[src/rtl/muldiv_unit.sv]
// rtl/muldiv_unit.sv - iterative 32-bit unsigned MUL/MULHU/DIVU/REMU with valid/ready writeback
// Define MULDIV_DIV_EN to build the divider; without it divide ops return op_err in one cycle.
module muldiv_unit #(
  parameter int REG_ADDR_W = 3
) (
  input  logic                  clk,
  input  logic                  rst_n,
  input  logic                  start,
  input  logic [1:0]            op,
  input  logic [31:0]           rs1_val,
  input  logic [31:0]           rs2_val,
  input  logic [REG_ADDR_W-1:0] rd_addr,
  input  logic                  kill,
  output logic                  busy,
  output logic                  wb_valid,
  input  logic                  wb_ready,
  output logic [REG_ADDR_W-1:0] wb_rd_addr,
  output logic [31:0]           wb_data,
  output logic                  op_err
);

  typedef enum logic [1:0] {S_IDLE, S_RUN, S_DONE} state_t;

  state_t      state;
  logic        sel_hi;
  logic [63:0] prod;
  logic [31:0] opb;
  logic [4:0]  cnt;
  logic [32:0] mul_sum;
  logic [63:0] step_next;
  logic [31:0] result_next;

`ifdef MULDIV_DIV_EN
  logic        is_div;
  logic [32:0] div_shift;
  logic        div_ge;
  logic [31:0] div_sub;

  // prod[63:32] is the partial remainder, prod[31:0] shifts the dividend out and quotient in
  always_comb begin
    div_shift = {prod[63:32], prod[31]};
    div_ge    = (div_shift >= {1'b0, opb});
    div_sub   = div_shift[31:0] - opb;
  end

  assign op_err = 1'b0;
`endif

  // prod[63:32] accumulates the product, prod[31:0] shifts the multiplier out
  always_comb begin
    mul_sum   = {1'b0, prod[63:32]} + {1'b0, (prod[0] ? opb : 32'd0)};
    step_next = {mul_sum, prod[31:1]};
`ifdef MULDIV_DIV_EN
    if (is_div) begin
      step_next = {(div_ge ? div_sub : div_shift[31:0]), prod[30:0], div_ge};
    end
`endif
    result_next = sel_hi ? step_next[63:32] : step_next[31:0];
  end

  always_ff @(posedge clk) begin
    if (!rst_n) begin
      state      <= S_IDLE;
      busy       <= 1'b0;
      wb_valid   <= 1'b0;
      wb_data    <= 32'd0;
      wb_rd_addr <= '0;
      cnt        <= 5'd0;
      prod       <= 64'd0;
      opb        <= 32'd0;
      sel_hi     <= 1'b0;
`ifdef MULDIV_DIV_EN
      is_div     <= 1'b0;
`else
      op_err     <= 1'b0;
`endif
    end else begin
      case (state)
        S_IDLE: begin
          if (start) begin
            sel_hi     <= op[0];
            wb_rd_addr <= rd_addr;
            busy       <= 1'b1;
            cnt        <= 5'd0;
`ifdef MULDIV_DIV_EN
            is_div <= op[1];
            prod   <= {32'd0, (op[1] ? rs1_val : rs2_val)};
            opb    <= op[1] ? rs2_val : rs1_val;
            state  <= S_RUN;
`else
            prod <= {32'd0, rs2_val};
            opb  <= rs1_val;
            if (op[1]) begin
              state    <= S_DONE;
              wb_valid <= 1'b1;
              wb_data  <= 32'd0;
              op_err   <= 1'b1;
            end else begin
              state  <= S_RUN;
              op_err <= 1'b0;
            end
`endif
          end
        end
        S_RUN: begin
          if (kill) begin
            state <= S_IDLE;
            busy  <= 1'b0;
          end else begin
            prod <= step_next;
            cnt  <= cnt + 5'd1;
            if (cnt == 5'd31) begin
              state    <= S_DONE;
              wb_valid <= 1'b1;
              wb_data  <= result_next;
            end
          end
        end
        S_DONE: begin
          if (kill || wb_ready) begin
            state    <= S_IDLE;
            busy     <= 1'b0;
            wb_valid <= 1'b0;
          end
        end
        default: state <= S_IDLE;
      endcase
    end
  end

endmodule

[config.mk]
export PLATFORM = sky130hd
export DESIGN_NAME = muldiv_unit
export DESIGN_NICKNAME = d
export VERILOG_FILES = /design/src/rtl/muldiv_unit.sv
export SDC_FILE = /design/constraint.sdc
export NUM_CORES = 1
export LEC_CHECK = 0
export BUFFER_PORTS_ARGS = -buffer_cell sky130_fd_sc_hd__buf_4
export CORE_MARGIN = 2
export CORE_UTILIZATION = 56
export DETAILED_ROUTE_END_ITERATION = 7
export PLACE_DENSITY = 0.78
export SYNTH_ARGS = -nofsm -noshare
export SYNTH_HDL_FRONTEND = slang
export SYNTH_SLANG_ARGS = --single-unit
export TNS_END_PERCENT = 100
[constraint.sdc]
create_clock -name clk -period 6.25 [get_ports clk]
set_input_delay 0.9375 -clock clk [delete_from_list [all_inputs] [get_ports clk]]
set_output_delay 0.9375 -clock clk [all_outputs]
set_load 0.005 [all_outputs]
; ---- Yosys cells after proc, flatten, opt, wreduce, memory -nomap -nowiden
; Index checks and enable logic that the tools add are counted.
[word_totals]
regBits = 142
out_inout_bits = 38
elab_cells = 61
[op_classes]
n_addsub = 2
eq_ne = 10
mux = 29
reduce_logical = 10
[ops]
columns = cell, n
row1 = 32-bit two-way mux, 6
row2 = 64-bit two-way mux, 2
row3 = 64-bit one-hot mux with 2 select lines, 1
row4 = 32-bit one-hot mux with 2 select lines, 1
row5 = 32-bit by 32-bit adder with 33-bit output, 1
row6 = "2-bit != test, second input constant", 6
row7 = 2-bit two-way mux, 5
row8 = 5-bit two-way mux, 2
row9 = 5-bit one-hot mux with 2 select lines, 1
row10 = 1-bit two-way mux, 8
row11 = 1-bit one-hot mux with 3 select lines, 2
row12 = 2-bit one-hot mux with 3 select lines, 1
row13 = 3-bit AND reduction, 2
row14 = 6-bit AND reduction, 1
row15 = "5-bit by 1-bit adder with 5-bit output, second input constant", 1
row16 = "5-bit equality test, second input constant", 1
row17 = 5-bit AND reduction, 1
row18 = 4-bit AND reduction, 1
row19 = "3-bit != test, second input constant", 1
row20 = 3-bit nonzero test, 1
row21 = "2-bit by 1-bit equality test with 1-bit output, second input constant", 1
row22 = "2-bit equality test, second input constant", 1
row23 = 2-bit logical NOT, 1
row24 = 2-bit AND reduction, 1
row25 = 2 further kinds, 2

; ---- Longest topological paths before layout
[logic_depth]
depth_word = 6
ltp_mapped = 12

; ---- Worst setup path after synthesis
; Ideal clock, no wire load.
[synth_path]
kind = reg2reg
startpoint = reg prod[0]
endpoint = reg wb_data[17]
arrival_ps = 2519
setup_slack_ps = 3605
stages_incl_launch_ff = 12
cell_sequence = dfxtp_1 clkbuf_1 nand2_1 fa_1 and2b_1 o2111ai_1 nand3_1 a21oi_2 o41ai_4 xor2_1 a221oi_1 nor3b_1
[synth_between]
elab_chain_cells = 6
[synth_lines]
columns = item, line_no
row1 = from (decl), 26  ; logic [63:0] prod;
row2 = from (signal assigned), 91  ; prod <= {32'd0, rs2_val};
row3 = from (signal assigned), 110  ; prod <= step_next;
row4 = 32-bit two-way mux, 51  ; mul_sum = {1'b0, prod[63:32]} + {1'b0, (prod[0] ? opb : 32'd0)};
row5 = 32-bit by 32-bit adder with 33-bit output, 51
row6 = 32-bit two-way mux, 58  ; result_next = sel_hi ? step_next[63:32] : step_next[31:0];
row7 = 32-bit two-way mux, 112  ; if (cnt == 5'd31) begin
row8 = 32-bit two-way mux, 106  ; if (kill) begin
row9 = 32-bit one-hot mux with 2 select lines, 78  ; case (state)
row10 = to (signal assigned), 115  ; wb_data <= result_next;
row11 = to (decl), 18  ; output logic [31:0] wb_data,
; Every way passes these cells. The select of a mux whose other input is x is not followed.
; A chain may end at the register's enable or synchronous reset.

; ---- Worst setup path in the final report
[layout_path]
startpoint = reg state[1]
endpoint = reg wb_data[31]
[layout_between]
elab_chain_cells = 3
word_cells_on_any_way = 9
[layout_lines]
columns = item, line_no
row1 = from (decl), 24  ; state_t state;
row2 = from (signal assigned), 63  ; state <= S_IDLE;
row3 = from (signal assigned), 94  ; state <= S_DONE;
row4 = from (signal assigned), 99  ; state <= S_RUN;
row5 = 2-bit by 1-bit equality test with 1-bit output / 2-bit logical NOT (equally long branches), 78
row6 = 2-bit != test (no source line) / 2-bit nonzero test (equally long branches), --
row7 = 5-bit AND reduction (no source line), --
; Several ways; a longest one is shown, not always the timed one.

==> impl_metrics.toml <==
[run_status]
status = "completed"

[global_routing]
grt_pass1_wl_mm = 32.37
grt_pass1_vias = 6379
overflow = 0
grt_max_degree = 71
grt_usage = 0.2780
antenna_found_initial = 0

[place]
gp_congestion = 0.9244
placedCellCount = 1168
port_buffers = 111
hpwl_mm = 14.51

[final_layout]
nFillCells = 1151
final_cell_mix = "171 x nand2_1, 142 x dfxtp_1, 120 x buf_4"
drive_above_1_share = 0.1716
areaGrowthSynthToFinish_pct = 19.05
num_antenna_cells = 0
multiInputGateArea_um2 = 4747
seqCellArea_um2 = 2843
layout_commonest_cell = "nand2_1"
fin_nets = 1120
final_cells = 1200

[routing]
drc_errors = 0
routedWlPerCell_um = 16.93
antenna_left = 0
dr.pass1.iters = 8
vias = 7021
viasPerCell = 5.851
wirelength_mm = 20.31
first_iter_violations = 598

[clock_tree]
cts_setup_buffers = 0
cts_tree = "yes"
clockBufferDepth = 2
cts.sinks = 142
cts.htree.levels = 4
cts_resized = 0
clk_pin_slew_worst_paths_ns = 0.06
root_buffer = "clkbuf_16"
clock_latency_ns = 0.44
hold_buffers = 0
cts_made_buffers = 17

[sta]
hold_viol_final = 0
finalSetupViolations = 0
timing.fmax_ghz = 0.2801
period_minus_slack_ns = 3.571
finClkSkew_ns = 0.007493
finalSetupTns_ns = 0
whs_ns = 0.4608
relSlewSlack = 0.3409
rsz0062_at_grt = "false"
slew_violations = 0
fin_crit_sh = 0.5713
worst_slew_pin_slew_ns = 0.9638

[yosys]
syn-cell-area_um2 = 7876
synth_cells = 928
synth-seq-cells = 142
synth_fp_nets = 1041
ys_types = 69
postSynthAreaPerCell_um2 = 8.487
ys.flop_type = "dfxtp_1"
synth_edf_count = 0
synth-async-reset-ratio = 0
synth_seq_area_share = 0.3609
ys_warn_count = 0

[die]
core_um2 = 13830
io_pins = 112
start_util = 0.5696
die_x_um = 122.6
die_area_um2 = 15030
fp.dieH_um = 122.6
rows = 43

[power_and_ir_drop]
p_per_area_nw_per_um2 = 275.6
p_leak_nw = 4.161
peakVddDrop_mv = 0.2183

[setup_path]
cp_slowest_cell = "nor2_1"
critical_path_required_ns = 6.63
max_stage_delay_ns = 0.71
cp-start-kind = "flip-flop"
path_max_fanout = 43
cp.arrival_ns = 3.95
cpMostUsedCell = "nor2_1"
crit_path_cell_trace = "inv_1 > ha_2 > buf_4 > nor2_1 > nand3b_1 > buf_4 > nor2_1 > nand2_1 > nor2_1 > a32o_1"
cp-end-kind = "flip-flop"
crit_type = "reg2reg"

[min_path]
hold_class = "reg2reg"

[job]
drv_cap = 0
-- through the flow --
stage	setup WS, ns	utilization	area [um2]	power, mW
3_3_place_gp	2.859	0.6347	8776	1.532
3_5_place_dp	2.722	0.6347	8776	1.543
2_1_floorplan	3.605	-	7876	1.389
4_1_cts	2.713	0.6781	9376	2.584
5_1_grt	2.434	0.6781	9376	2.689
6_report	2.679	0.6781	9376	2.584
-- sequential cells by signal, indices dropped and copies added (netlist names) --
register and cells:
wb_rd_addr 3, busy 1, sel_hi 1, op_err 1, cnt 5, wb_data 32
wb_valid 1, state 2, opb 32, prod 64
-- Yosys cell counts, types with 3 or more instances --
library cell  instances  area, um2
nand2_1             171      641.9
dfxtp_1             142       2843
clkbuf_1             50      187.7
a21oi_1              49      245.2
a21boi_0             41      307.8
and2_1               39      244.0
ha_1                 38      475.5
mux2i_1              36      360.4
nor2b_1              35      219.0
o211a_1              33      330.3
nor2_1               32      120.1
o21ai_0              31      155.2
a22oi_1              21      157.7
a22o_1               17      148.9
inv_1                16      60.06
xor2_1               15      131.4
xnor2_1              13      113.9
a21o_1               12      90.09
nand3_1              12      60.06
nand4_1              11      68.82
nor3_1                9      45.04
o21ai_1               9      45.04
mux2_2                8      90.09
o31ai_1               6      45.04
a222oi_1              5      50.05
and3_1                5      31.28
buf_1                 5      18.77
a21oi_2               4      35.03
a31oi_1               4      25.02
nor3b_1               4      30.03
o21a_1                4      30.03
a211oi_1              3      22.52
nand2b_1              3      18.77
o21bai_1              3      22.52
-- where the power goes --
group	total (mW)	internal [mW]	switching, mW	leakage (nW)
clock	1.05	0.650	0.404	0.288
combinational	0.464	0.196	0.268	2.71
sequential	1.07	0.989	0.0774	1.16
total	2.58	1.83	0.750	4.16
-- cell type report --
| type | instances | share of cell area |
|---|---|---|
| multi-input cells | 710 | 0.5063 |
| flip-flops and latches | 142 | 0.3032 |
| repair buffers | 120 | 0.09608 |
| clock buffers | 23 | 0.04991 |
| well taps | 180 | 0.02402 |
| clock inverters | 9 | 0.01414 |
| inverters | 16 | 0.006405 |
-- critical path: cells and delay by family, from the launching register on --
family / cells / cell delay, ns
AND/OR/NAND/NOR: 5 / 1.84
buffers and inverters: 3 / 0.98
flip-flops: 1 / 0.33
adder cells (fa/ha/maj): 1 / 0.16
AO/OA/AOI/OAI: 1 / 0.19
-- path summary, 6_finish.rpt --
check | from | end | slack [ns] | cells past startpoint
max | state[1] | wb_data[31] | 2.68 | 10
min reg2reg | prod[54] | prod[54] | 0.46 | 2
max reg2reg | state[1] | wb_data[31] | 2.68 | 10
min | prod[54] | prod[54] | 0.46 | 2
-- metal layers --
metal,vias up,part of all wire,track usage
li1,3462,-,-
met1,3249,0.48,0.4048
met2,263,0.42,0.4000
met3,47,0.075,0.06180
met4,0,0.025,0.1042
met5,-,0,0
-- cells by family after synthesis --
logic type,share of synthesized area
AND/OR/NAND/NOR,0.1971
AO/OA/AOI/OAI,0.2531
adder cells (fa/ha/maj),0.06291
XOR/XNOR,0.03114
flip-flops,0.3609
buffers and inverters,0.03765
multiplexers,0.05719
Power figures use the tool's default switching activity.
